===== src/rtl/crc_pkg.sv =====
// crc_pkg: CRC-8 constants and frame-checker state shared by the RX checker and TX generator
package crc_pkg;
  localparam logic [7:0] CRC8_POLY = 8'h07;
  localparam logic [7:0] CRC8_INIT = 8'h00;
  typedef enum logic [1:0] {IDLE, PAYLOAD, CHECK} fc_state_e;
endpackage


===== src/rtl/crc8_byte_update.sv =====
// crc8_byte_update: one-byte MSB-first CRC-8 step, no reflection
module crc8_byte_update
  import crc_pkg::*;
#(
  parameter logic [7:0] POLY = CRC8_POLY
) (
  input  logic [7:0] crc_in,
  input  logic [7:0] data,
  output logic [7:0] crc_next
);
  always_comb begin
    crc_next = crc_in ^ data;
    for (int i = 0; i < 8; i++) crc_next = crc_next[7] ? ((crc_next << 1) ^ POLY) : (crc_next << 1);
  end
endmodule


===== config.mk =====
export PLATFORM = sky130hd
export DESIGN_NAME = crc8_byte_update
export DESIGN_NICKNAME = d
export VERILOG_FILES = /design/src/rtl/crc_pkg.sv /design/src/rtl/crc8_byte_update.sv
export SDC_FILE = /design/constraint.sdc
export NUM_CORES = 1
export LEC_CHECK = 0
export BUFFER_PORTS_ARGS = -buffer_cell sky130_fd_sc_hd__clkbuf_2
export CAP_MARGIN = 20
export CORE_AREA = 3 3 40 42
export DETAILED_ROUTE_END_ITERATION = 6
export DIE_AREA = 0 0 43 45
export PLACE_DENSITY = 0.5
export SYNTH_ARGS = -nofsm -noshare
export SYNTH_HDL_FRONTEND = slang
export SYNTH_SLANG_ARGS = --single-unit

===== constraint.sdc =====
create_clock -name vclk -period 0.9
set_input_delay 0.045 -clock vclk [all_inputs]
set_output_delay 0.045 -clock vclk [all_outputs]
set_load 0.02 [all_outputs]

# Yosys cells after proc, flatten, opt, wreduce, memory -nomap -nowiden
# Index checks and enable logic that the tools add are counted.
# op_classes
n_mux	8
n_bitwise	9
# op_table
op	count
$mux W3	8
$not A3 Y3	8
$xor A8 B8 Y8	1
# totals
register_bits	0
wordCells	17
out_inout_bits	8
in_bits	16

# Depth between registers and ports, before layout
# logic_depth
ltp_word	17
mapped_depth	3
mapped_depth_nobuf	3

# Worst setup path before layout
# Ideal clock, no wire load.
# synth_timing
path_kind	input to output
start	input data[6]
end	output crc_next[1]
t_required_ns	0.855
path_slack_ns	-0.345
t_arrival_ns	1.200
cell_stages	3
path_buffers	0
path_cell_list	xnor2_1 xnor3_2 xnor2_1
# synth_between
elab_chain_len	3
# synth_lines
element	line_no	source
start, declared	crc8_byte_update.sv:8	input logic [7:0] data,
$xor A8 B8 Y8	crc8_byte_update.sv:12	crc_next = crc_in ^ data;
$mux W3 (2 in a row)	crc8_byte_update.sv:13	for (int i = 0; i < 8; i++) crc_next = crc_next[7] ? ((crc_next << 1) ^ POLY) : (crc_next << 1);
end, declared	crc8_byte_update.sv:9	output logic [7:0] crc_next
# No other way between the ends.

# Worst setup path after layout
# layout_timing
start	input crc_in[7]
end	output crc_next[1]
# layout_between
elab_chain_len	5
word_cells_on_any_way	7
classes_between	mux (4); bitwise (3)
# layout_lines
element	line_no	source
start, declared	crc8_byte_update.sv:7	input logic [7:0] crc_in,
$xor A8 B8 Y8 (*)	crc8_byte_update.sv:12	
$mux W3 (*)	crc8_byte_update.sv:13	
$mux W3 / $not A3 Y3 (equally long branches)	-	
$not A3 Y3 (no source line) / $mux W3 (equally long branches)	-	
$mux W3 (*)	crc8_byte_update.sv:13	
# Every way passes the cells marked *; elsewhere a longest branch is shown, timed or not.

==> metrics <==
DRC viols 0; clkbuf count 0; status finished with violations; startpoint type of the worst setup path input port; Initial DRC Count 0; FILL cells 108; Antenna Cells 0; crit end category primary output; global-route wire length before repair 1390 um; Yosys warning count 0; worst hold slack 0.582 ns; area delta synth->final 276%; drt wl/cell 10.5 um; unrepaired setup endpoints after global routing true; pin count of the biggest net entering global routing 5; Yosys cell types 4; final worst path period share 137%; WP data arrival 1.18 ns; dpl hpwl 690 um; slew margin rel. 85.9%; Post-DRT Antenna Nets 0; layout cell share with drive strength beyond 1 94.5%; Total Routed Length 738 um; Multi-input gate area 442 um^2; drt pass-1 iters 1; crit path max-delay cell type xnor3_2; fmax 813 MHz; port bufs 24; Die Width 43 um; crit path max fanout 3; Pleak 0.000362 uW; CP most frequent cell buf_8; number of global-route vias before repair 308; final setup violation count 8; DP Area 558 um^2; routability cong. 0.603; die area 1940 um^2; Die Span Y 45 um; CP required 0.85 ns; storage element area 0 um^2; delay-heaviest family, CP XOR/XNOR gates; Power Dens Cells 1620 nW/um^2; netlist area before placement 213 um^2; routed vias 268; Final Critical Period 1.23 ns; Net Count, Synth 36; CP Cell Sequence buf_8 -> xor2_4 -> xnor3_2 -> xnor2_4 -> buf_8; Ports 24; Worst Path Buf+Inv 2; post-DR vias/cell 3.83; failing checks setup timing; HP Class input port to primary output; Synth Instances 20; Hold Vio Cnt, Final 0; final setup margin -0.330 ns; Seq/Total Area, Yosys 0%; Rows 13; Pins Over Slew Limit 0; initial antenna violation count 0; critical path class input port to primary output; final net count 73; Initial Util 16.6%; Tot GR Track Use 9.21%; Slew @ Worst Pin 0.212 ns; Peak VDD IR 0.647 mV; Finished Cell Area 800 um^2; Post-Syn Area per Cell 10.6 um^2; GRT overflow 0; sequential cell count 0; number of max-cap violations 0; core area 1280 um^2; Critical Path Max Stage Delay 0.55 ns
[path summary, 6_finish.rpt]
check | end | start | cells past startpoint
worst min-delay path | crc_next[4] | data[2] | 5
worst max-delay path | crc_next[1] | crc_in[7] | 5
[timing repair]
| item | CTS | global route |
|---|---|---|
| hold buffers | 0 | 0 |
| setup buffers | 1 | 2 |
| pin swaps | 7 | 11 |
| setup endpoints to repair | 8 | 8 |
| resized for setup | 19 | 34 |
| endpoints found under the hold margin | 0 | 0 |
[power by group]
part | leakage, uW | internal (uW) | total, uW | switching, uW
Sequential | 0 | 0 | 0 | 0
Combinational | 0.000362 | 761 | 1300 | 538
Clock | 0 | 0 | 0 | 0
[cell usage after synthesis]
| library cell | number | area share [%] |
|---|---|---|
| xnor2_1 | 12 | 49 |
| xor2_2 | 1 | 7.6 |
| xor2_1 | 5 | 21 |
| xnor3_2 | 2 | 22 |
[cell type report]
class,instances,share of cell area (%)
multi-input combinational,20,55.2
timing repair buffer,35,42.4
tap,15,2.35
[cells in the final DEF (no fill, tap or decap)]
cell,instances
clkbuf_2,7
buf_8,7
buf_4,11
clkbuf_8,3
buf_6,6
xor2_4,3
xnor2_4,8
xnor2_1,1
xnor3_2,2
xnor2_2,3
xor2_1,2
clkbuf_4,1
xor2_2,1
[metrics by stage]
step / util (%) / total power [uW] / std cells / worst slack (ns) / setup TNS [ns]
after global routing: 62.2 / 1360 / 70 / -0.360 / -1.73
after detailed placement: 43.4 / 959 / 69 / -0.387 / -2.11
final: 62.2 / 1300 / 70 / -0.330 / -1.44
after floorplan: - / 651 / 20 / -0.147 / -0.563
after global placement: 43.4 / 931 / 69 / -0.373 / -1.87
after CTS: 51.8 / 1200 / 70 / -0.357 / -1.62
[cell families (layout without fill, tap and decap cells)]
kind of cell,after synthesis,in the layout,synth area share [%]
buffers and inverters,0,35,0
XOR/XNOR,20,20,100
[routing by layer]
layer	vias to the layer above	wire [um]	part of all wire [%]	GRT usage (%)
li1	131	-	-	-
met1	123	207	28	10.5
met2	14	460	62	19.8
met3	0	70	9.5	0.398
met4	0	0	0	0
met5	-	0	0	0
Note: power is estimated with default switching activity, not from simulation.
